==> src/rtl/suprloco_rom_bus_ctrl.sv <==
// suprloco_rom_bus_ctrl: shares the program-ROM port between Z80 reads and one-deep loader writes
module suprloco_rom_bus_ctrl #(
    parameter logic [15:0] ROM_TOP = 16'hBFFF,
    parameter logic [7:0]  TIMEOUT = 8'd255
) (
    input  logic        i_CLK,
    input  logic        i_RST_n,
    input  logic        i_CPU_MREQ_n,
    input  logic        i_CPU_RD_n,
    input  logic        i_CPU_RFSH_n,
    input  logic [15:0] i_CPU_ADDR,
    output logic        o_CPU_WAIT_n,
    output logic [7:0]  o_CPU_DI,
    input  logic        i_DL_WR,
    input  logic [15:0] i_DL_ADDR,
    input  logic [7:0]  i_DL_DATA,
    output logic        o_DL_BUSY,
    output logic        o_MEM_REQ,
    output logic        o_MEM_WE,
    output logic [15:0] o_MEM_ADDR,
    output logic [7:0]  o_MEM_DO,
    input  logic        i_MEM_ACK,
    input  logic [7:0]  i_MEM_DI,
    output logic        o_ERR
);
    localparam logic [1:0] S_IDLE = 2'd0, S_CPU_REQ = 2'd1, S_CPU_DONE = 2'd2, S_DL_REQ = 2'd3;
    logic [1:0]  r_state;
    logic        r_rd_cond_q, r_rd_miss, r_dl_pend;
    logic [15:0] r_dl_addr;
    logic [7:0]  r_dl_data, r_timer;
    logic        w_rd_cond, w_rd_start, w_rd_go, w_tmo_hit, w_done;
    assign w_rd_cond  = ~i_CPU_MREQ_n & ~i_CPU_RD_n & i_CPU_RFSH_n & (i_CPU_ADDR <= ROM_TOP);
    assign w_rd_start = w_rd_cond & ~r_rd_cond_q;
    // a read edge seen while a loader write is in flight is remembered so the CPU is not left stalled
    assign w_rd_go    = w_rd_cond & (w_rd_start | r_rd_miss);
    assign w_tmo_hit  = r_timer == TIMEOUT;
    assign w_done     = i_MEM_ACK | w_tmo_hit;
    assign o_CPU_WAIT_n = ~i_RST_n | ~(w_rd_cond & (r_state != S_CPU_DONE));
    assign o_DL_BUSY    = r_dl_pend | (r_state == S_DL_REQ);
    always_ff @(posedge i_CLK or negedge i_RST_n) begin
        if (!i_RST_n) begin
            r_state     <= S_IDLE;
            r_rd_cond_q <= 1'b0;
            r_rd_miss   <= 1'b0;
            r_dl_pend   <= 1'b0;
            r_dl_addr   <= 16'h0;
            r_dl_data   <= 8'h0;
            r_timer     <= 8'h0;
            o_CPU_DI    <= 8'hFF;
            o_MEM_REQ   <= 1'b0;
            o_MEM_WE    <= 1'b0;
            o_MEM_ADDR  <= 16'h0;
            o_MEM_DO    <= 8'h0;
            o_ERR       <= 1'b0;
        end else begin
            r_rd_cond_q <= w_rd_cond;
            r_rd_miss   <= (r_state == S_IDLE || !w_rd_cond) ? 1'b0 : (r_rd_miss | w_rd_start);
            r_timer     <= r_timer + 8'd1;
            if (i_DL_WR) begin
                if (o_DL_BUSY) begin
                    o_ERR <= 1'b1;
                end else begin
                    r_dl_pend <= 1'b1;
                    r_dl_addr <= i_DL_ADDR;
                    r_dl_data <= i_DL_DATA;
                end
            end
            case (r_state)
                S_IDLE: begin
                    if (w_rd_go) begin
                        r_state    <= S_CPU_REQ;
                        o_MEM_ADDR <= i_CPU_ADDR;
                        o_MEM_WE   <= 1'b0;
                        o_MEM_REQ  <= 1'b1;
                        r_timer    <= 8'h0;
                    end else if (r_dl_pend) begin
                        r_state    <= S_DL_REQ;
                        o_MEM_ADDR <= r_dl_addr;
                        o_MEM_DO   <= r_dl_data;
                        o_MEM_WE   <= 1'b1;
                        o_MEM_REQ  <= 1'b1;
                        r_timer    <= 8'h0;
                    end
                end
                S_CPU_REQ: begin
                    if (w_done) begin
                        o_CPU_DI  <= i_MEM_ACK ? i_MEM_DI : 8'hFF;
                        o_MEM_REQ <= 1'b0;
                        o_ERR     <= o_ERR | ~i_MEM_ACK;
                        r_state   <= w_rd_cond ? S_CPU_DONE : S_IDLE;
                    end
                end
                S_CPU_DONE: begin
                    if (!w_rd_cond) r_state <= S_IDLE;
                end
                default: begin
                    if (w_done) begin
                        o_MEM_REQ <= 1'b0;
                        o_MEM_WE  <= 1'b0;
                        r_dl_pend <= 1'b0;
                        o_ERR     <= o_ERR | ~i_MEM_ACK;
                        r_state   <= S_IDLE;
                    end
                end
            endcase
        end
    end
endmodule
==> config.mk <==
export PLATFORM = sky130hd
export DESIGN_NAME = suprloco_rom_bus_ctrl
export DESIGN_NICKNAME = d
export VERILOG_FILES = /design/src/rtl/suprloco_rom_bus_ctrl.sv
export SDC_FILE = /design/constraint.sdc
export NUM_CORES = 1
export LEC_CHECK = 0
export BUFFER_PORTS_ARGS = -buffer_cell sky130_fd_sc_hd__buf_4
export CELL_PAD_IN_SITES_DETAIL_PLACEMENT = 0
export CELL_PAD_IN_SITES_GLOBAL_PLACEMENT = 1
export CORE_MARGIN = 4
export CORE_UTILIZATION = 44
export CTS_CLUSTER_SIZE = 16
export DETAILED_ROUTE_END_ITERATION = 8
export HOLD_SLACK_MARGIN = 0.05
export PLACE_DENSITY_LB_ADDON = 0.1
export SLEW_MARGIN = 10
export SYNTH_ARGS = -nofsm -noshare
export SYNTH_HDL_FRONTEND = slang
export SYNTH_SLANG_ARGS = --single-unit
==> constraint.sdc <==
create_clock -name i_CLK -period 3.42 [get_ports i_CLK]
set_input_delay 0.513 -clock i_CLK [delete_from_list [all_inputs] [get_ports i_CLK]]
set_output_delay 0.513 -clock i_CLK [all_outputs]
set_load 0.01 [all_outputs]
---- Word-level counts from Yosys, hierarchy flattened ----
Cells that the tools add are included.
word-level totals
  register bits ........................... 72
  output and inout port bits .............. 37
  bits of input ports ..................... 55
  word-level logic and storage cells ...... 88
operators by class
  $lt $le $gt $ge ......................... 1
  bitwise operators ....................... 21
  reduce and logical (&&, ||, !) cells .... 16
  equality and inequality tests ........... 8
  multiplexer cells ....................... 28
  add/subtract/negate cells ............... 1
operator list
  operator                                                 count
  2-to-1 mux 16 bit                                        2
  2-to-1 mux 8 bit                                         4
  less-or-equal comparator 16 bit (second input constant)  1
  2-to-1 mux 1 bit                                         13
  2-to-1 mux 2 bit                                         6
  NOT 1 bit                                                10
  AND reduction 3 bit                                      3
  adder 8 x 1 -> 8 bit (second input constant)             1
  == test 8 bit (second input constant)                    1
  AND 1 bit                                                6
  inequality test 2 bit (second input constant)            3
  one-hot mux 2 bit (3 select lines)                       1
  AND reduction 2 bit                                      3
  bitwise OR 1 bit                                         5
  == test 2 bit (second input constant)                    2
  one-hot mux 1 bit (2 select lines)                       2
  AND reduction 4 bit                                      1
  nonzero test 2 bit                                       2
  OR reduction 2 bit                                       2
  inequality test 3 bit (second input constant)            1
  nonzero test 3 bit                                       1
  OR reduction 3 bit                                       1
  == test 2 x 1 -> 1 bit (second input constant)           1
  logical NOT 2 bit                                        1
  other kinds (2)                                          2

---- Logic depth before layout (Yosys ltp) ----
  depth in word-level cells ............... 9
  gate-level depth with buffers ........... 7
  depth with buffers taken out ............ 6

---- Worst setup path after synthesis ----
OpenSTA, ideal clock, no wires.
  path type ............................... flip-flop to flip-flop
  start ................................... reg r_state[0]
  end ..................................... reg r_dl_addr[0]
  setup time .............................. 0.125 ns
  slack ................................... 1.586 ns
  path buffers ............................ 1
  data arrival time ....................... 1.709 ns
  stages on the path, launching flop included .. 6
  data required time ...................... 3.295 ns
  path through ............................ dfrtp_1 > ha_1 > or2_2 > nor2_2 > buf_2 > mux2_2
between the ends
  longest elaborated chain between the ends .. 4
ends and longest elaborated chain
  element                               line  RTL
  from (decl)                           27    logic [1:0] r_state;
  from (signal assigned)                90    r_state <= w_rd_cond ? S_CPU_DONE : S_IDLE;
  == test 2 bit                         39    assign o_DL_BUSY = r_dl_pend | (r_state == S_DL_REQ);
  bitwise OR 1 bit                      39
  named net o_DL_BUSY                   17    output logic o_DL_BUSY,
  NOT 1 bit (no source line)            --
  AND reduction 2 bit (no source line)  --
  to (signal assigned)                  64    r_dl_addr <= i_DL_ADDR;
  to (decl)                             29    logic [15:0] r_dl_addr;
The timed path passes the listed nets, and every way through them passes these cells.
A chain may end at the register's enable or synchronous reset.

---- Final worst setup path ----
  start ................................... reg r_state[0]
  end ..................................... out o_DL_BUSY
between the ends
  longest elaborated chain between the ends .. 2
ends and longest elaborated chain
  element           line
  == test 2 bit     39
  bitwise OR 1 bit  39
  to (decl)         17
Every way passes these cells.

==> summary.md <==
The share of power burned in the clock network was 0.182; the post-route minimum period was 1.96 ns. The tools report the leakage component of the power as 0.00196 uW. Along the worst path, the maximum fanout reaches 4. The run gives 60 as the number of DRC markers after the initial detailed-route iteration. For the number of hold-slack violations in the final timing report, the log shows 0. The final net count came out at 381. The number of global-route vias before repair came out at 2200. The share of final-layout standard cells stronger than drive strength 1 is 0.586. The CTS H-tree depth is 3, and the pin count of the biggest net entering global routing is 73. During placement, the flow inserted port buffers numbering 91. For the wire length on met1, the log shows 2780 um. The share of total power in sequential cells is 0.408, and the setup total negative slack is 0 ns.

The uppermost layer routed is met4. The number of vias after detailed routing is 2073. The number of failing setup endpoints in the final timing report was 0. In the routed design, unresolved DRC markers number 0. TritonCTS built the clock tree. Top-level I/O count: 92. Measured along the x axis, the die boundary spans 93.1 um.

The worst slew margin relative to its limit was 0.415. The number of setup buffers added after CTS is 0. The global router's overall resource usage was 0.155.

Detailed placement finished with a half-perimeter wire length of 4550 um. After floorplanning, the core was sized to cover 6910 sq um. The tools report the total number of clock tree sinks as 72. After global routing the overflow that remains totals 0. The tools report the count of antenna diodes in the layout as 0.

After detailed routing, the average wire length per cell comes to 15.1 um. The synthesized area per cell works out to 14.2 sq um. The count of state elements after synthesis was 72.

The flip-flop cell with the highest count after synthesis was dfrtp_1. For the worst setup path, the data arrival time is 1.45 ns. Setup repair after global routing left no endpoint under its margin. The initial core utilization was 0.462; the switching share of total power was 0.305. STA classifies the critical path startpoint as a register. Total of warnings raised by yosys: 0.

Routability-driven placement finished with a final weighted congestion of 0.748. The run finished with clean final reports. The tools report the met2 layer wire length in the routed design as 3100 um. Yosys mapped the design onto 41 distinct sky130hd cell types. The tightest hold path in the finished design has a slack of 0.388 ns. The design internal power is 2550 uW, and the count of max-cap constraint violations is 0. The die covers 8670 sq um. At the pin with the least slew margin, the transition time is 0.877 ns.

After detailed routing, the met3 layer carries 419 um of wire. After clock tree synthesis, the clock-pin slew on the worst setup and hold paths is 0.07 ns. Post-CTS repair changed the size of 0 cells. The area added between synthesis and finish works out to 30.5%.

Clock skew on the completed layout was measured at 0.00555 ns. Static timing analysis puts the maximum clock frequency at 510 MHz. The clock tree buffer depth was 2; the overall die height was 93.1 um. The number of buffers inserted during clock tree synthesis came out at 9. The critical path is of the reg2out type.

Wires add up to 6390 um. The logs give 0 for the quantity of hold-fixing buffers added after cts and 284 for the synthesized netlist net count. For the worst setup path, the data required time is 2.91 ns. The relative contribution of combinational cells to total power is 0.410. STA classifies the critical path endpoint as an output port.

The synthesized design contains 0 enable-type register cells. The sequential area share after synthesis is 0.568. The instance count of the mapped netlist came out at 224. The tree is rooted in a clkbuf_8. The final-report max-slew violation count is 0. Combined area of all synthesized cells: 3190 sq um. The first global-routing pass estimated 10500 um of wire.

In this run the core area contains 30 standard-cell rows. For the number of nets with antenna violations after detailed routing, the log shows 0. After detailed routing, the number of vias per cell comes to 4.91. For the switching power total, the log shows 1120 uW. The share of synthesized registers carrying an async set or reset was 1.00. The final critical-path share of the clock period is 0.573. The tools report the length of the first detailed-routing pass in iterations as 4.

For this design the ratio of total power to cell area is 881 nW/um^2. The clock latency on the worst-skew pair came out at 0.33 ns. For the initial antenna violation count, the log shows 0. VDD sags by at most 0.429 mV. The completed layout was analyzed and its total power is 3670 uW. The worst hold path belongs to the class in2reg.
-- routing by layer --
layer / vias up / track usage
li1: 981 / -
met1: 1022 / 0.193
met2: 62 / 0.253
met3: 8 / 0.0426
met4: 0 / 0.0659
met5: - / 0
-- through the flow --
| stage | setup WS (ns) | area (sq um) | util | instances |
|---|---|---|---|---|
| after floorplan | 1.59 | 3190 | - | 224 |
| after global placement | 1.34 | 3960 | 0.574 | 406 |
| after detailed placement | 1.28 | 3960 | 0.574 | 406 |
| after CTS | 1.44 | 4160 | 0.603 | 422 |
| after global routing | 1.39 | 4160 | 0.603 | 422 |
| final | 1.46 | 4160 | 0.603 | 422 |
-- cells by family after synthesis --
family,share of synthesized area
flops,0.568
buf+inv,0.0239
mux,0.242
compound gates,0.0553
simple gates,0.0742
xor+xnor,0.0165
fa+ha+maj,0.0196
-- layout by cell type, fill, tap and decap left out, drive strengths merged, types with 2 or more instances in the layout --
| cell type | count |
|---|---|
| ha | 5 |
| nand2 | 8 |
| dfrtp | 64 |
| o21ai | 2 |
| inv | 6 |
| clkinvlp | 3 |
| o2bb2ai | 2 |
| clkbuf | 11 |
| nor2 | 15 |
| and2 | 3 |
| xor2 | 3 |
| mux2 | 64 |
| dfstp | 8 |
| xnor2 | 3 |
| buf | 94 |
| and3 | 2 |
| nor2b | 2 |
| nand4 | 2 |
| o22a | 8 |
| nand3 | 4 |
| a21oi | 2 |
-- flip-flops by register name, summed over array words and instances, names as in the netlist, 2 cells and up --
signal / flops
r_dl_data: 8
o_MEM_ADDR: 16
o_CPU_DI: 8
r_dl_addr: 16
o_MEM_DO: 8
r_timer: 8
r_state: 2
-- synthesized netlist by cell type (3+ instances only) --
library cell	number	area, sq um
dfstp_2	8	210
mux2_2	50	563
o22a_1	8	70.1
nor2_1	14	52.6
mux2_4	14	210
xor2_1	3	26.3
ha_1	5	62.6
xnor2_1	3	26.3
buf_2	4	20.0
nand2_1	8	30.0
inv_1	6	22.5
dfrtp_1	64	1600
-- layout make-up --
cell class | count | area (sq um)
tap | 96 | 120
fill | 608 | 2740
clock inverter | 5 | 57.6
sequential | 72 | 1810
clock buffer | 11 | 141
timing repair buffer | 94 | 706
inverter | 6 | 22.5
multi-input combinational | 138 | 1300
-- worst max-delay path: stages (launching register included) --
cell,delay (ns)
dfrtp_1,0.42
ha_1,0.23
or2_2,0.31
buf_4,0.16
-- worst paths after layout --
path / start / endpoint / slack [ns] / depth (start not counted)
worst max-delay path: r_state[0] / o_DL_BUSY / 1.46 / 3
worst min-delay path: i_MEM_DI[5] / o_CPU_DI[5] / 0.39 / 2
worst min register to register: o_ERR / o_ERR / 0.46 / 1
max in group asynchronous: i_RST_n / r_timer[0] / 2.46 / 2
worst max register to register: r_state[0] / r_dl_addr[9] / 1.55 / 5
min in group asynchronous: i_RST_n / o_ERR / 0.41 / 2
-- power groups by stage --
stage	logic, uW	registers (uW)	clock network (uW)
floorplan	930	1560	0
global placement	1500	1510	0
detailed placement	1530	1510	0
CTS	1540	1500	688
global route	1650	1550	726
finish	1510	1500	666
Note: power is estimated with default switching activity, not from simulation.
